<file path="config.mk">
export PLATFORM = sky130hd
export DESIGN_NAME = dmem_arbiter
export DESIGN_NICKNAME = d
export VERILOG_FILES = /design/src/rtl/dmem_arbiter.sv
export SDC_FILE = /design/constraint.sdc
export NUM_CORES = 1
export LEC_CHECK = 0
export ABC_AREA = 1
export CELL_PAD_IN_SITES_DETAIL_PLACEMENT = 1
export CELL_PAD_IN_SITES_GLOBAL_PLACEMENT = 1
export CORE_MARGIN = 3
export CORE_UTILIZATION = 42
export CTS_BUF_LIST = sky130_fd_sc_hd__clkbuf_4 sky130_fd_sc_hd__clkbuf_8
export CTS_CLUSTER_DIAMETER = 200
export DETAILED_ROUTE_END_ITERATION = 7
export DONT_BUFFER_PORTS = 1
export PLACE_DENSITY_LB_ADDON = 0.12
export REMOVE_ABC_BUFFERS = 1
export SKIP_LAST_GASP = 1
export SYNTH_ARGS = -nofsm -noshare
export SYNTH_HDL_FRONTEND = slang
export SYNTH_SLANG_ARGS = --single-unit
export TNS_END_PERCENT = 30
</file>
<file path="constraint.sdc">
create_clock -name clk -period 2.75 [get_ports clk]
set_clock_uncertainty 0.05 [all_clocks]
set_input_delay 0.275 -clock clk [delete_from_list [all_inputs] [get_ports clk]]
set_output_delay 0.275 -clock clk [all_outputs]
set_load 0.05 [all_outputs]
</file>
<file path="src/rtl/dmem_arbiter.sv">
// Single-port data memory arbiter shared by the MEM-stage CPU access and a DMA/loader requester.
// Optional performance counters are enabled by defining DMEM_ARB_PERF_EN.
module dmem_arbiter #(
    parameter int DATA_WIDTH   = 32,
    parameter int MEM_LATENCY  = 1,
    parameter int STARVE_LIMIT = 4
) (
    input  logic                  clk,
    input  logic                  rst,
    input  logic                  cpu_req_i,
    input  logic                  cpu_we_i,
    input  logic [2:0]            cpu_funct3_i,
    input  logic [DATA_WIDTH-1:0] cpu_addr_i,
    input  logic [DATA_WIDTH-1:0] cpu_wdata_i,
    output logic [DATA_WIDTH-1:0] cpu_rdata_o,
    output logic                  cpu_done_o,
    output logic                  cpu_stall_o,
    input  logic                  dma_valid_i,
    output logic                  dma_ready_o,
    input  logic                  dma_we_i,
    input  logic [DATA_WIDTH-1:0] dma_addr_i,
    input  logic [DATA_WIDTH-1:0] dma_wdata_i,
    output logic [DATA_WIDTH-1:0] dma_rdata_o,
    output logic                  dma_rvalid_o,
    output logic                  mem_en_o,
    output logic                  mem_we_o,
    output logic [2:0]            mem_funct3_o,
    output logic [DATA_WIDTH-1:0] mem_addr_o,
    output logic [DATA_WIDTH-1:0] mem_wdata_o,
    input  logic [DATA_WIDTH-1:0] mem_rdata_i
`ifdef DMEM_ARB_PERF_EN
    ,
    output logic [31:0]           perf_cpu_grants_o,
    output logic [31:0]           perf_dma_grants_o,
    output logic [31:0]           perf_stall_cycles_o
`endif
);

    typedef enum logic [1:0] {IDLE, ISSUE, WAIT, DONE} state_t;
    typedef enum logic {OWN_CPU, OWN_DMA} owner_t;

    localparam logic [3:0] LAT_LAST   = 4'(MEM_LATENCY - 2);
    localparam logic [3:0] STARVE_MAX = 4'(STARVE_LIMIT);

    state_t                state_q, state_d;
    owner_t                owner_q, owner_d;
    logic [3:0]            starve_q, starve_d;
    logic [3:0]            lat_q, lat_d;
    logic                  we_q, we_d;
    logic [2:0]            funct3_q, funct3_d;
    logic [DATA_WIDTH-1:0] addr_q, addr_d;
    logic [DATA_WIDTH-1:0] wdata_q, wdata_d;

    logic grantCpu;
    logic grantDma;

    // DMA wins a contest only once the CPU has starved it STARVE_LIMIT times in a row.
    assign grantDma    = dma_valid_i && (!cpu_req_i || (starve_q == STARVE_MAX));
    assign grantCpu    = cpu_req_i && !grantDma;
    assign dma_ready_o = (state_q == IDLE) && grantDma && !rst;
    assign cpu_stall_o = cpu_req_i && !((state_q == DONE) && (owner_q == OWN_CPU));

    always_ff @(posedge clk or posedge rst) begin
        if (rst) begin
            state_q  <= IDLE;
            owner_q  <= OWN_CPU;
            starve_q <= '0;
            lat_q    <= '0;
            we_q     <= 1'b0;
            funct3_q <= '0;
            addr_q   <= '0;
            wdata_q  <= '0;
        end else begin
            state_q  <= state_d;
            owner_q  <= owner_d;
            starve_q <= starve_d;
            lat_q    <= lat_d;
            we_q     <= we_d;
            funct3_q <= funct3_d;
            addr_q   <= addr_d;
            wdata_q  <= wdata_d;
        end
    end

    always_comb begin
        state_d      = state_q;
        owner_d      = owner_q;
        starve_d     = starve_q;
        lat_d        = lat_q;
        we_d         = we_q;
        funct3_d     = funct3_q;
        addr_d       = addr_q;
        wdata_d      = wdata_q;
        cpu_rdata_o  = '0;
        cpu_done_o   = 1'b0;
        dma_rdata_o  = '0;
        dma_rvalid_o = 1'b0;
        mem_en_o     = 1'b0;
        mem_we_o     = 1'b0;
        mem_funct3_o = '0;
        mem_addr_o   = '0;
        mem_wdata_o  = '0;

        case (state_q)
            IDLE: begin
                if (grantDma) begin
                    state_d  = ISSUE;
                    owner_d  = OWN_DMA;
                    we_d     = dma_we_i;
                    funct3_d = 3'b010;
                    addr_d   = dma_addr_i;
                    wdata_d  = dma_wdata_i;
                    starve_d = '0;
                end else if (grantCpu) begin
                    state_d  = ISSUE;
                    owner_d  = OWN_CPU;
                    we_d     = cpu_we_i;
                    funct3_d = cpu_funct3_i;
                    addr_d   = cpu_addr_i;
                    wdata_d  = cpu_wdata_i;
                    if (dma_valid_i && (starve_q != STARVE_MAX)) begin
                        starve_d = starve_q + 4'd1;
                    end
                end
            end
            ISSUE: begin
                mem_en_o     = 1'b1;
                mem_we_o     = we_q;
                mem_funct3_o = funct3_q;
                mem_addr_o   = addr_q;
                mem_wdata_o  = wdata_q;
                lat_d        = '0;
                state_d      = (we_q || (MEM_LATENCY == 1)) ? DONE : WAIT;
            end
            WAIT: begin
                if (lat_q == LAT_LAST) begin
                    state_d = DONE;
                end else begin
                    lat_d = lat_q + 4'd1;
                end
            end
            DONE: begin
                if (owner_q == OWN_DMA) begin
                    dma_rdata_o  = mem_rdata_i;
                    dma_rvalid_o = 1'b1;
                end else begin
                    cpu_rdata_o  = mem_rdata_i;
                    cpu_done_o   = 1'b1;
                end
                state_d = IDLE;
            end
            default: state_d = IDLE;
        endcase
    end

`ifdef DMEM_ARB_PERF_EN
    logic [31:0] perfCpu_q, perfDma_q, perfStall_q;

    always_ff @(posedge clk or posedge rst) begin
        if (rst) begin
            perfCpu_q   <= '0;
            perfDma_q   <= '0;
            perfStall_q <= '0;
        end else begin
            if ((state_q == IDLE) && grantCpu) perfCpu_q <= perfCpu_q + 32'd1;
            if ((state_q == IDLE) && grantDma) perfDma_q <= perfDma_q + 32'd1;
            if (cpu_stall_o) perfStall_q <= perfStall_q + 32'd1;
        end
    end

    assign perf_cpu_grants_o   = perfCpu_q;
    assign perf_dma_grants_o   = perfDma_q;
    assign perf_stall_cycles_o = perfStall_q;
`endif

endmodule

</file>
==> results of run 1 <==
==> registers in the layout, summed over array words and instances, names as in the netlist <==
name / cells
addr_q: 32
funct3_q: 3
lat_q: 4
owner_q: 1
starve_q: 4
state_q: 2
wdata_q: 32
we_q: 1
==> per-layer routing <==
metal | track usage [%] | up-vias
li1 | - | 2637
met5 | 0 | -
met4 | 8.255 | 0
met1 | 26.91 | 2603
met3 | 5.167 | 38
met2 | 44.69 | 192
==> synthesized netlist by cell type <==
cell      number
o21ai_0        5
buf_1          7
buf_4          1
inv_1        246
a21oi_1        5
nand2_1      286
ha_1           7
xor2_1         1
dfrtp_1       79
clkbuf_1      28
inv_2          2
buf_2         13
o22ai_1        1
a21oi_2        1
nand3_1      138
nand4_1        1
nor2_1        76
==> critical path, cell delays in order, from the launching register on <==
cell	delay [ns]
dfrtp_1	0.41
inv_1	0.14
ha_4	0.64
nand2_1	0.20
inv_1	0.38
==> cells by family after synthesis <==
kind of cell / Yosys count
xor+xnor: 1
simple gates: 501
flops: 79
fa+ha+maj: 7
buf+inv: 297
compound gates: 12
==> power by group through the flow <==
stage	logic, mW	registers, mW	clock network, mW
CTS	4.72	2.07	1.02
finish	4.66	2.07	0.999
global placement	4.58	2.05	0
global route	5.06	2.15	1.09
floorplan	3.72	1.98	0
detailed placement	4.71	2.08	0
==> cells in the final DEF, fill, tap and decap left out, drive strengths merged, types with 2 or more instances in the layout <==
master,synthesis,routed
o21ai,5,5
dfrtp,79,79
nand3,138,138
clkinv,0,2
clkbuf,28,13
bufinv,0,2
nor2,76,76
a21oi,6,6
nand2,286,286
buf,21,76
inv,248,247
ha,7,7
==> final cells by class <==
type | count | area (um2)
flip-flops and latches | 79 | 1977
fillers | 1765 | 6026
well taps | 168 | 210.2
clock inverters | 3 | 65.06
inverters | 248 | 932.1
multi-input cells | 521 | 2242
clock buffers | 13 | 166.4
repair buffers | 77 | 593.1
==> how the worst max path moves through the flow <==
stage          cells after the start         from              to  slack (ns)
2_1_floorplan                      8  starve_q[0]       addr_q[0]       -0.82
3_3_place_gp                       4   state_q[1]  mem_addr_o[25]        0.64
3_5_place_dp                       7   state_q[0]      addr_q[29]        0.58
4_1_cts                            4   state_q[1]  mem_addr_o[25]        0.20
5_1_grt                            4   state_q[1]  mem_addr_o[25]        0.08
6_report                           4   state_q[1]  mem_addr_o[25]        0.27
==> stage by stage <==
| step | setup TNS [ns] | area, um2 | instances |
|---|---|---|---|
| final | 0 | 6186 | 1109 |
| after global routing | 0 | 6186 | 1109 |
| after CTS | 0 | 6186 | 1109 |
| after detailed placement | 0 | 5944 | 1092 |
| after global placement | 0 | 5944 | 1092 |
| after floorplan | -62.52 | 5125 | 848 |
==> flow_summary.ini, run 1 <==
[drt]
ant_nets = 0
vias = 5470
drt_iter0_markers = 179
wl_met3_um = 905
vias_per_cell = 4.932
wl_per_cell_um = 15.56
wl_met1_um = 6721
met2_length_um = 9148
wirelength_um = 17250
dr.pass1.iters = 4
drc = 0
routed.top_layer = met4

[clock_tree]
numCtsBuffers = 9
clockRootBuffer = clkbuf_8
clk_latency_ns = 0.34
post_cts_buffers = 0
cts_resized = 0
path_clk_slew_ns = 0.08
cts_tree = built
htree_levels = 3
clk_path_buf_depth = 2
holdBufCountCts = 1
cts_sinks = 79

[final_layout]
area_growth_syn_to_layout_pct = 16.08
fin_util_pct = 50.66
nets = 1112
drive_gt1_share_pct = 10.52
antenna_cells = 0

[critical_path]
cp_max_fo = 70
ff2ff_path_depth = 7
cp.required_ns = 2.42
cp-end-kind = output port
rrSetupSlack_ns = 0.59
r2r-start = state_q[0]
worstSetupPathType = reg -> out
setup.worst_path.start_class = flop
cp.arrival_ns = 2.16
r2r_end = addr_q[25]

[floorplanning]
core_um2 = 12210
dieWidth_um = 118.6
num_io_pins = 306
start_util_pct = 43.64
die_h_um = 118.6
die_area_um2 = 14080
placementRows = 40

[synthesis]
synth_compound_area_share_pct = 1.221
ys_seq_elements = 79
yosys_warnings = 0
synth.distinct_cells = 17
synthAdderAreaFrac_pct = 1.644
syn_area_um2 = 5329
synth_top_area_share_pct = 37.10
yosys.area_share.xor_xnor_pct = 0.1644
muxShareOfSynthArea_pct = 0
avgSynthCellArea_um2 = 5.941
synth_top_family_by_area = simple AND/OR/NAND/NOR gates
synth_top_area_cell = dfrtp_1
synth_cells = 897
netlist_top_cells_area = dfrtp_1 (37%), nand2_1 (20%), inv_1 (17%)
synth-seq-area-share_pct = 37.10
synthSimpleGateAreaFrac_pct = 38.58

[global_route]
grt_pass1_vias = 5752
grt_max_degree = 71
grt_usage_pct = 24.02
antenna_found_initial = 0
grt_pass1_wl_um = 27940
grt_overflow = 0

[worst_hold_path]
whs_path_depth = 2
worstHoldPathType = in -> reg
holdCritStartpoint = cpu_funct3_i[0]
hold_end = funct3_q[0]

[timing]
fin_crit_sh_pct = 90.34
finalHoldViolCount = 0
fin_crit_ns = 2.484
max_freq_mhz = 402.5
tightest_slew_ns = 1.138
fin_hold_ws_ns = 0.03040
finalSetupViolations = 0
layout_setup_ws_ns = 0.2655
rsz0062_at_grt = no
drv_slew = 0
slew_headroom_pct = 24.03

[place]
routabilityCongestion = 0.8402
hpwl_um = 13160
dp_slack_ns = 0.5818
io_buffers = 0

[pwr]
intPower_mw = 3.291
p_seq_share_pct = 26.8
swShare_pct = 57.39
power.density_nw_per_um2 = 1249
p_comb_share_pct = 60.3
p_sw_mw = 4.434
p_leak_nw = 4.269
power_mw = 7.725
p_clk_share_pct = 12.9
ir_drop_uv = 430.7

[flow_run]
drv_cap = 0

[run_status]
outcome = finished clean
Note: power is estimated with default switching activity, not from simulation.
==> run 2: changes to the inputs <==
CELL_PAD_IN_SITES_DETAIL_PLACEMENT = 2   (was 1)
CELL_PAD_IN_SITES_GLOBAL_PLACEMENT = 2   (was 1)
CORE_UTILIZATION = 31   (was 42)
==> run 2 against run 1 <==
Compared with the run above: register-to-register slack gained 0.07 ns; critical path depth grew 1; via count grew 1.8%; clock-buffer cell count shrank 3; flip-flop and latch count is the same; die area grew 34%; sequential share of layout area shrank 0.77 points; sequential power grew 2%; fmax grew 1.1%.
==> flow_summary.ini, run 2 (synthesis gave the netlist of run 1 again) <==
[run_status]
outcome = finished clean

[critical_path]
r2r_end = addr_q[27]
setup.worst_path.start_class = flop
crit_cells = 5
cp-end-kind = output port
cp_cell_sequence = ha_1, nand2_1, buf_4, nor2_1, buf_4
crit_path_max_incr_delay_ns = 0.45
cp_max_fo = 17
cp_slowest_cell = dfrtp_1
cp_common_cell = buf_4
cp_top_family = simple AND/OR/NAND/NOR gates
worstSetupEndpoint = dma_rdata_o[10]
rrSetupSlack_ns = 0.66
cp_num_buf_inv = 2
worstSetupPathType = reg -> out
r2r-start = state_q[1]
cp.arrival_ns = 2.13
crit_path_start = state_q[0]
cp.required_ns = 2.42
ff2ff_path_depth = 7

[final_layout]
antenna_cells = 0
nets = 1117
multi_input_area_um2 = 2242
final_common_cell = nand2_1
drive_gt1_share_pct = 10.59
reg_top3 = addr_q x32, wdata_q x32
area_growth_syn_to_layout_pct = 18.95
fillCellCount = 2116
seq_area_um2 = 1977
final_cell_mix = nand2_1 (284), inv_1 (245), nand3_1 (138), dfrtp_1 (79)

[worst_hold_path]
whs_path_depth = 2
worstHoldPathType = in -> reg

[global_route]
grt_pass1_wl_um = 32090
grt_pass1_vias = 6314
antenna_found_initial = 0
grt_usage_pct = 21.49
grt_max_degree = 70
grt_overflow = 0

[place]
dp_slack_ns = 0.6761
hpwl_um = 15780
routabilityCongestion = 0.7754
io_buffers = 0

[pwr]
p_comb_share_pct = 59.6
intPower_mw = 3.463
p_sw_mw = 4.591
p_leak_nw = 4.304
power.density_nw_per_um2 = 1271
p_seq_share_pct = 26.3
ir_drop_uv = 378.6
swShare_pct = 57.00
p_clk_share_pct = 14.1

[timing]
slew_headroom_pct = 46.01
finalHoldViolCount = 0
fin_setup_tns_ns = 0
tightest_slew_ns = 0.8099
fin_crit_sh_pct = 89.35
layout_setup_ws_ns = 0.2930
fin_crit_ns = 2.457
finalSetupViolations = 0
fin_hold_ws_ns = 0.06307
rsz0062_at_grt = no
max_freq_mhz = 407.0
drv_slew = 0

[drt]
wl_per_cell_um = 17.51
drt_iter0_markers = 84
ant_nets = 0
dr.pass1.iters = 4
wirelength_um = 20390
vias_per_cell = 4.786
vias = 5571
drc = 0

[floorplanning]
core_um2 = 16700
die_h_um = 137.1
placementRows = 47
die_area_um2 = 18800
start_util_pct = 31.91
num_io_pins = 306
dieWidth_um = 137.1

[clock_tree]
cts_sinks = 79
cts_tree = built
clk_latency_ns = 0.36
cts_resized = 0
clockRootBuffer = clkbuf_8
clk_path_buf_depth = 2
path_clk_slew_ns = 0.08
numCtsBuffers = 9
htree_levels = 3

[flow_run]
drv_cap = 0
==> run 2: cell count changes in the layout (fill, tap and decap cells not counted), sizes merged <==
cell,delta
bufinv,+2
dlygate4sd3,+2
buf,+3
clkbuf,-3
clkinv,-1
==> run 2: stage by stage <==
| stage | total power [mW] | util [%] | area [um2] | instances |
|---|---|---|---|---|
| 6_report | 8.054 | 37.95 | 6339 | 1164 |
| 5_1_grt | 8.647 | 37.95 | 6339 | 1164 |
| 4_1_cts | 8.177 | 37.95 | 6339 | 1164 |
| 3_5_place_dp | 7.005 | 36.27 | 6057 | 1147 |
| 3_3_place_gp | 6.796 | 36.27 | 6057 | 1147 |
| 2_1_floorplan | 5.704 | - | 5125 | 848 |
==> run 2: repair_timing <==
item,in CTS,in global routing
buffers inserted,0,0
hold buffers,3,0
endpoints found under the hold margin,39,0
==> run 2: layout make-up <==
cell class / instances / share of cell area [%]
Clock buffer: 10 / 2.073
Clock inverter: 4 / 1.895
Inverter: 248 / 14.71
Multi-Input combinational cell: 521 / 35.37
Sequential cell: 79 / 31.19
Tap cell: 220 / 4.343
Timing Repair Buffer: 82 / 10.42
==> run 2: how the worst min path moves through the flow <==
stage / slack, ns / from / endpoint
2_1_floorplan: 0.36 / cpu_funct3_i[0] / funct3_q[0]
3_3_place_gp: 0.24 / rst / wdata_q[2]
3_5_place_dp: 0.25 / rst / wdata_q[2]
4_1_cts: 0.06 / cpu_funct3_i[1] / funct3_q[1]
5_1_grt: 0.07 / cpu_wdata_i[9] / wdata_q[9]
6_report: 0.06 / cpu_funct3_i[1] / funct3_q[1]
==> run 2: routing by layer <==
metal  share of wire [%]  vias up  routed length (um)  GRT usage [%]
met2                  51      199               10450          40.14
met5                   0        -                   0              0
li1                    -     2649                   -              -
met1                  40     2694                8070          23.99
met4                 2.1        0                 425          6.541
met3                 7.1       29                1442          5.074
==> run 2: power groups by stage <==
stage	combinational [mW]	clock, mW	sequential, mW
after floorplan	3.72	0	1.98
after global placement	4.69	0	2.11
after detailed placement	4.87	0	2.13
after CTS	4.89	1.17	2.12
after global routing	5.25	1.21	2.19
final	4.80	1.14	2.12
